$ cat src/rtl/lsu_pkg.sv
// Shared types for the load/store unit.
// Op field layout, size codes, FSM states.
package lsu_pkg;

  localparam int OP_STORE = 3;
  localparam int OP_UNS   = 2;
  localparam int OP_SZ_HI = 1;
  localparam int OP_SZ_LO = 0;

  typedef enum logic [1:0] {
    SZ_BYTE = 2'b00,
    SZ_HALF = 2'b01,
    SZ_WORD = 2'b10,
    SZ_RSVD = 2'b11
  } size_e;

  typedef enum logic [2:0] {
    S_IDLE,
    S_RD,
    S_CAP,
    S_WR,
    S_RESP
  } state_e;

  // Misaligned or reserved-size request.
  function automatic logic lsu_bad(
    input logic [1:0] sz,
    input logic [1:0] lo
  );
    logic r;
    unique case (sz)
      SZ_BYTE: r = 1'b0;
      SZ_HALF: r = lo[0];
      SZ_WORD: r = |lo;
      SZ_RSVD: r = 1'b1;
    endcase
    return r;
  endfunction

endpackage

$ cat src/rtl/lsu_lane_align.sv
// Byte-lane extraction for loads and
// lane merge for read-modify-write stores.
module lsu_lane_align
  import lsu_pkg::*;
(
  input  logic [31:0] word,
  input  logic [31:0] wdata,
  input  logic [1:0]  addr_lo,
  input  logic [1:0]  size,
  input  logic        uns,
  output logic [31:0] load_data,
  output logic [31:0] store_word
);

  logic [4:0]  sh;
  logic [31:0] lane;
  logic [31:0] mask;
  logic        sx;

  // Shift the addressed lane down, then extend or merge.
  always_comb begin
    sh         = 5'd0;
    mask       = 32'hFFFF_FFFF;
    load_data  = word;
    sx         = 1'b0;
    unique case (1'b1)
      (size == SZ_BYTE): begin
        sh        = {addr_lo, 3'b000};
        mask      = 32'h0000_00FF << sh;
        lane      = word >> sh;
        sx        = ~uns & lane[7];
        load_data = {{24{sx}}, lane[7:0]};
      end
      (size == SZ_HALF): begin
        sh        = {addr_lo[1], 4'b0000};
        mask      = 32'h0000_FFFF << sh;
        lane      = word >> sh;
        sx        = ~uns & lane[15];
        load_data = {{16{sx}}, lane[15:0]};
      end
      default: begin
        lane      = word;
        load_data = word;
      end
    endcase
    store_word = (word & ~mask)
               | ((wdata << sh) & mask);
  end

endmodule

$ cat src/rtl/load_store_unit.sv
// Data-memory initiator: loads, stores,
// sub-word read-modify-write, alignment check.
module load_store_unit
  import lsu_pkg::*;
#(
  parameter int ADDR_WIDTH = 10
) (
  input  logic                  clk,
  input  logic                  rst,
  input  logic                  req_valid,
  output logic                  req_ready,
  input  logic [3:0]            req_op,
  input  logic [31:0]           req_addr,
  input  logic [31:0]           req_wdata,
  output logic                  resp_valid,
  output logic [31:0]           resp_rdata,
  output logic                  resp_err,
  output logic [ADDR_WIDTH-1:0] mem_addr,
  output logic [31:0]           mem_data_in,
  output logic                  mem_wr_rd,
  input  logic [31:0]           mem_data_out
);

  localparam int AL = ADDR_WIDTH + 2;

  state_e        state_q, state_d;
  logic [3:0]    op_q;
  logic [AL-1:0] addr_q;
  logic [31:0]   wdata_q;
  logic [31:0]   wbuf_q;
  logic [31:0]   rdata_q;
  logic          err_q;
  logic          accept;
  logic          bad;
  logic          is_sw;
  logic [31:0]   ld_data;
  logic [31:0]   st_word;
  logic          unused_addr_hi;

  assign accept = req_valid & req_ready;
  assign bad    = lsu_bad(req_op[OP_SZ_HI:OP_SZ_LO],
                          req_addr[1:0]);
  assign is_sw  = req_op[OP_STORE]
                & (req_op[OP_SZ_HI:OP_SZ_LO] == SZ_WORD);

  // Upper byte-address bits lie outside the memory.
  assign unused_addr_hi = ^req_addr[31:AL];

  lsu_lane_align u_align (
    .word       (mem_data_out),
    .wdata      (wdata_q),
    .addr_lo    (addr_q[1:0]),
    .size       (op_q[OP_SZ_HI:OP_SZ_LO]),
    .uns        (op_q[OP_UNS]),
    .load_data  (ld_data),
    .store_word (st_word)
  );

  // State register.
  always_ff @(posedge clk or posedge rst) begin
    if (rst) state_q <= S_IDLE;
    else     state_q <= state_d;
  end

  // Next state and port strobes.
  always_comb begin
    state_d    = state_q;
    req_ready  = 1'b0;
    resp_valid = 1'b0;
    mem_wr_rd  = 1'b1;
    unique case (state_q)
      S_IDLE: begin
        req_ready = 1'b1;
        if (accept)
          state_d = bad   ? S_RESP :
                    is_sw ? S_WR   : S_RD;
      end
      S_RD:  state_d = S_CAP;
      S_CAP: state_d = op_q[OP_STORE] ? S_WR : S_RESP;
      S_WR: begin
        mem_wr_rd = 1'b0;
        state_d   = S_RESP;
      end
      S_RESP: begin
        resp_valid = 1'b1;
        state_d    = S_IDLE;
      end
      default: state_d = S_IDLE;
    endcase
  end

  // Request latch, write buffer, response registers.
  always_ff @(posedge clk or posedge rst) begin
    if (rst) begin
      op_q    <= '0;
      addr_q  <= '0;
      wdata_q <= '0;
      wbuf_q  <= '0;
      rdata_q <= '0;
      err_q   <= 1'b0;
    end else begin
      if (accept) begin
        op_q    <= req_op;
        addr_q  <= req_addr[AL-1:0];
        wdata_q <= req_wdata;
        wbuf_q  <= req_wdata;
        if (bad) begin
          rdata_q <= '0;
          err_q   <= 1'b1;
        end
      end
      if (state_q == S_CAP) begin
        if (op_q[OP_STORE]) begin
          wbuf_q <= st_word;
        end else begin
          rdata_q <= ld_data;
          err_q   <= 1'b0;
        end
      end
      if (state_q == S_WR) begin
        rdata_q <= '0;
        err_q   <= 1'b0;
      end
    end
  end

  assign mem_addr    = addr_q[AL-1:2];
  assign mem_data_in = wbuf_q;
  assign resp_rdata  = rdata_q;
  assign resp_err    = err_q;

endmodule

$ cat config.mk
export PLATFORM = sky130hd
export DESIGN_NAME = load_store_unit
export DESIGN_NICKNAME = d
export VERILOG_FILES = /design/src/rtl/lsu_pkg.sv /design/src/rtl/lsu_lane_align.sv /design/src/rtl/load_store_unit.sv
export SDC_FILE = /design/constraint.sdc
export NUM_CORES = 1
export LEC_CHECK = 0
export ABC_AREA = 0
export BUFFER_PORTS_ARGS = -buffer_cell sky130_fd_sc_hd__buf_2
export CORE_ASPECT_RATIO = 0.9
export CORE_MARGIN = 2
export CORE_UTILIZATION = 30
export CTS_BUF_LIST = sky130_fd_sc_hd__clkbuf_8
export DETAILED_ROUTE_END_ITERATION = 8
export PLACE_DENSITY_LB_ADDON = 0.25
export SETUP_SLACK_MARGIN = 0.05
export SYNTH_ARGS = -nofsm -noshare
export SYNTH_HDL_FRONTEND = slang
export SYNTH_SLANG_ARGS = --single-unit
$ cat constraint.sdc
create_clock -name clk -period 4.5 [get_ports clk]
set_input_delay 0.225 -clock clk [delete_from_list [all_inputs] [get_ports clk]]
set_output_delay 0.225 -clock clk [all_outputs]
set_load 0.01 [all_outputs]
======== After elaboration in Yosys (flattened, before gate mapping) ========
Cells that the tools add are included.
cells by class
  bitwise logic cells ..................... 9
  multiplexer cells ....................... 25
  shift-type cells ........................ 5
  equality and inequality tests ........... 9
  reductions and logical operators ........ 4
operators by type and width
  kind                                                  number
  two-way mux 32 bit                                    8
  one-hot mux 32 bit (2 select lines)                   2
  bitwise AND 32 bit                                    2
  inverter 32 bit                                       1
  bitwise OR 32 bit                                     1
  << shifter 16 x 5 -> 32 bit (first input constant)    1
  << shifter 32 x 5 -> 32 bit                           1
  << shifter 8 x 5 -> 32 bit (first input constant)     1
  right shift 32 x 5 -> 16 bit                          1
  right shift 32 x 5 -> 8 bit                           1
  one-hot mux 3 bit (4 select lines)                    1
  one-hot mux 5 bit (2 select lines)                    1
  two-way mux 3 bit                                     3
  two-way mux 1 bit                                     8
  equality test 3 x 2 -> 1 bit (second input constant)  2
  bitwise AND 1 bit                                     4
  equality test 2 x 1 -> 1 bit (second input constant)  2
  equality test 2 bit (second input constant)           2
  zero test 2 bit                                       2
  one-hot mux 1 bit (4 select lines)                    1
  equality test 3 x 1 -> 1 bit (second input constant)  1
  equality test 3 bit (second input constant)           1
  zero test 3 bit                                       1
  two-way mux 2 bit                                     1
  other kinds (3)                                       3
storage, ports and cells
  register bits ........................... 116
  bits of input ports ..................... 103

======== Longest topological paths before layout ========
  depth after elaboration ................. 7
  depth in mapped cells ................... 7

======== Hierarchy ========
Synthesis repeated with hierarchy kept, for this count alone.
second synthesis, totals
  cell total of the unflattened synthesis .. 582
  area total of the unflattened synthesis .. 6,015.8 um2
by module, submodules not included
  module           times used  area each (um2)  cells an instance
  load_store_unit  1           4,720.8          355
  lsu_lane_align   1           1,295.0          227

======== Worst setup path after synthesis ========
OpenSTA, ideal clock, no wires.
  path kind ............................... register -> register
  start point ............................. register state_q[0]
  end point ............................... register rdata_q[28], in the netlist resp_rdata[28]
  stages on the path, launching flop included .. 8
  required time ........................... 4,374 ps
  path slack .............................. 2,531 ps
  data arrival time ....................... 1,844 ps
  period minus slack after synthesis ...... 1,969 ps
  setup time .............................. 126 ps
  cell sequence ........................... dfrtp_1 -> buf_2 -> or4b_1 -> buf_2 -> a21oi_2 -> nor2_1 -> buf_2 -> a221o_1
between the ends
  word-level cells in the longest chain between the ends .. 7
  elaborated cells between the ends (all ways) .. 9
  classes of those cells .................. eq/ne: 2; mux: 5; bitwise: 1; reduce/logical: 1
RTL lines
  item                      RTL line                RTL
  start: declaration        load_store_unit.sv:26   state_e state_q, state_d;
  start signal: assignment  load_store_unit.sv:62   else state_q <= state_d;
  zero test 3 bit           load_store_unit.sv:71   unique case (state_q)
  two-way mux 1 bit         load_store_unit.sv:71
  bitwise AND 1 bit         load_store_unit.sv:40   assign accept = req_valid & req_ready;
  two-way mux 32 bit        load_store_unit.sv:102  if (accept) begin
  two-way mux 32 bit        load_store_unit.sv:113  if (op_q[OP_STORE]) begin
  two-way mux 32 bit        load_store_unit.sv:112  if (state_q == S_CAP) begin
  two-way mux 32 bit (*)    load_store_unit.sv:120  if (state_q == S_WR) begin
  end signal: assignment    load_store_unit.sv:116  rdata_q <= ld_data;
  end: declaration          load_store_unit.sv:31   logic [31:0] rdata_q;
Mark *: on every way between the ends. The rest lies on a longest branch, timed or not.
A chain may end at the register's enable or synchronous reset.

======== Worst setup path in the final report ========
  start point ............................. register state_q[0]
  end point ............................... register rdata_q[17], in the netlist resp_rdata[17]
The elaborated chain is that of the path after synthesis.

==> reports/qor.yml <==
status: "finished, final reports clean"
drive_above_1_share: 0.274
r2r_end: "resp_rdata[17]"
synth_edf_count: 0
yosys.area.top_type: "dfrtp_1"
netlist_top_cells_count: "nand2_1, dfrtp_1, a21oi_1"
finalMaxSlewViolations: 0
synth_fp_nets: 722
syn_to_final_growth_pct: 28.8
arrival_ns: 2.99
place_inst: 985
synth.most_common_cell: "nand2_1"
syn_area_sq_um: 5790
synth_top_area_frac: 0.502
first_global_vias: 5111
setup_viol: 0
dieArea_sq_um: 20400
cts.sinks: 116
start_kind: "flip-flop"
fin_cells: 1048
drtAntennaViolNets: 0
worstHoldStart: "req_wdata[27]"
crit_required_ns: 4.82
post_drt_wl_per_cell_microns: 18.7
setup.worst_path.class: "flip-flop to flip-flop"
cts_made_buffers: 17
met2_usage: 0.289
die_h_microns: 136
cts_setup_buffers: 0
r2r_start: "state_q[0]"
reg2reg_slack_ns: 1.83
whs_ns: 0.0236
skew_ns: 0.0111
first_iter_violations: 436
crit_fanout: 79
wirelength_microns: 19600
port_buffers: 160
timing.critical_path.buf_inv: 2
antenna_found_initial: 0
fin_crit_ns: 2.67
hold_class: "input port to flip-flop"
cts_max_path_buffers: 2
slowest_stage: "or4b_2"
power_mw: 5.47
synthTopCellsByArea: "dfrtp_1, nand2_1, a21oi_1"
fp.dieW_microns: 150
ctsResizeCount: 0
synthFlopType: "dfrtp_1"
diodes: 0
met1_usage: 0.288
ys_seq_elements: 116
grt.met3_usage: 0.0623
maxCapViolations: 0
crit_chain: "or4b_2, buf_4, a21oi_2, nor2_2, buf_4, a221o_1"
cts_tree: "yes"
avgSynthCellArea_sq_um: 9.35
fin_setup_tns_ns: 0
drc: 0
syn_inst: 619
grt_max_degree: 80
hold_violations: 0
core-area_sq_um: 19000
synth-async-reset-ratio: 1.00
hold_depth: 3
htree_levels: 4
gp_routability_congestion: 0.853
yosysWarnings: 0
num_io_pins: 181
clk_pin_slew_ns: 0.08
vias: 5257
initial_core_util: 0.304
yosysUniqueCellTypes: 43
critPathMostFrequentCell: "buf_4"
rsz0062_at_grt: "no"
clock.fmax_mhz: 374
power_density_nw_per_um2: 734
first_pass_iters: 5
root_buffer: "clkbuf_8"
grt_pass1_wl_microns: 30300
endpoint_kind: "flip-flop"
synth_seq_area_share: 0.502
track_usage: 0.199
clock_latency_ns: 0.44
ir_worst_vdd_uv: 302
slowest_delay_ns: 0.70
rr_worst_depth: 6
grt_busiest_layer: "met2"
worstMarginPinSlew_ns: 1.05
drt-vias-per-instance: 5.02
p_leak_nw: 3.81
hpwl_microns: 14000
slew_headroom: 0.297
rows: 48
nNetsFinal: 888
grt_overflow: 0
period_share: 0.594
path_delay_family: "simple AND/OR/NAND/NOR gates"
holdPathEnd: "wdata_q[27]"
[worst register-to-register path, delay by kind of cell, from the launching register on]
family | cells | cell delay, ns
AO/OA/AOI/OAI | 2 | 0.68
buffers and inverters | 2 | 0.63
flip-flops | 1 | 0.49
AND/OR/NAND/NOR | 2 | 0.76
[flip-flops by register name, summed over array words and instances, names as in the netlist]
name and count:
op_q 4, resp_err 1, addr_q 12, state_q 3, mem_data_in 32, wdata_q 32
resp_rdata 32
[what timing repair did]
item,4_1_cts,5_1_grt
hold buffers,31,0
endpoints found under the setup margin,0,0
hold endpoints to repair,64,0
[report_power, final]
part / switching, mW / internal, mW / total (mW)
registers: 0.393 / 1.55 / 1.94
clock network: 0.435 / 0.565 / 1.00
logic: 1.49 / 1.04 / 2.53
total: 2.31 / 3.15 / 5.47
[how the worst max path moves through the flow]
stage	startpoint	to	slack, ns	depth (start not counted)
after detailed placement	state_q[0]	resp_rdata[17]	1.83	6
after floorplan	rst	addr_q[0]	1.20	1
final	state_q[0]	resp_rdata[17]	1.83	6
after global routing	state_q[0]	resp_rdata[17]	1.66	6
after global placement	state_q[0]	resp_rdata[19]	1.84	6
after CTS	state_q[0]	resp_rdata[17]	1.80	6
[metal layers]
layer | wire length (microns) | vias up
met5 | 0 | -
met4 | 262 | 0
met3 | 1730 | 21
met2 | 8460 | 211
met1 | 9190 | 2500
li1 | - | 2525
[cell type report]
class | count | area, sq um
sequential | 116 | 2900
timing repair buffer | 202 | 1190
multi-input combinational | 444 | 2620
inverter | 4 | 17.5
tap | 250 | 313
clock inverter | 13 | 140
fill | 1951 | 11600
clock buffer | 19 | 262
[per-stage QoR]
| step | util | setup WS (ns) | cell area (sq um) |
|---|---|---|---|
| floorplan | - | 1.20 | 5790 |
| global placement | 0.354 | 1.84 | 6740 |
| detailed placement | 0.354 | 1.83 | 6740 |
| CTS | 0.391 | 1.80 | 7450 |
| global route | 0.391 | 1.66 | 7450 |
| finish | 0.391 | 1.83 | 7450 |
[cell usage in the layout, fill, tap and decap left out, types with 11 or more instances in the layout]
cell,n
o21bai_1,14
dfrtp_1,116
a21oi_1,35
mux2i_1,14
clkbuf_8,19
dlygate4sd3_1,31
nor2_1,17
a21o_1,20
buf_4,11
nor2b_1,11
buf_2,160
nand2_1,169
a221o_1,16
a211oi_1,17
o21ai_0,24
[logic make-up after synthesis]
kind of cell / synth area share
AND/OR/NAND/NOR: 0.174
AO/OA/AOI/OAI: 0.236
flip-flops: 0.502
buffers and inverters: 0.0480
multiplexers: 0.0398
Note: power is estimated with default switching activity, not from simulation.
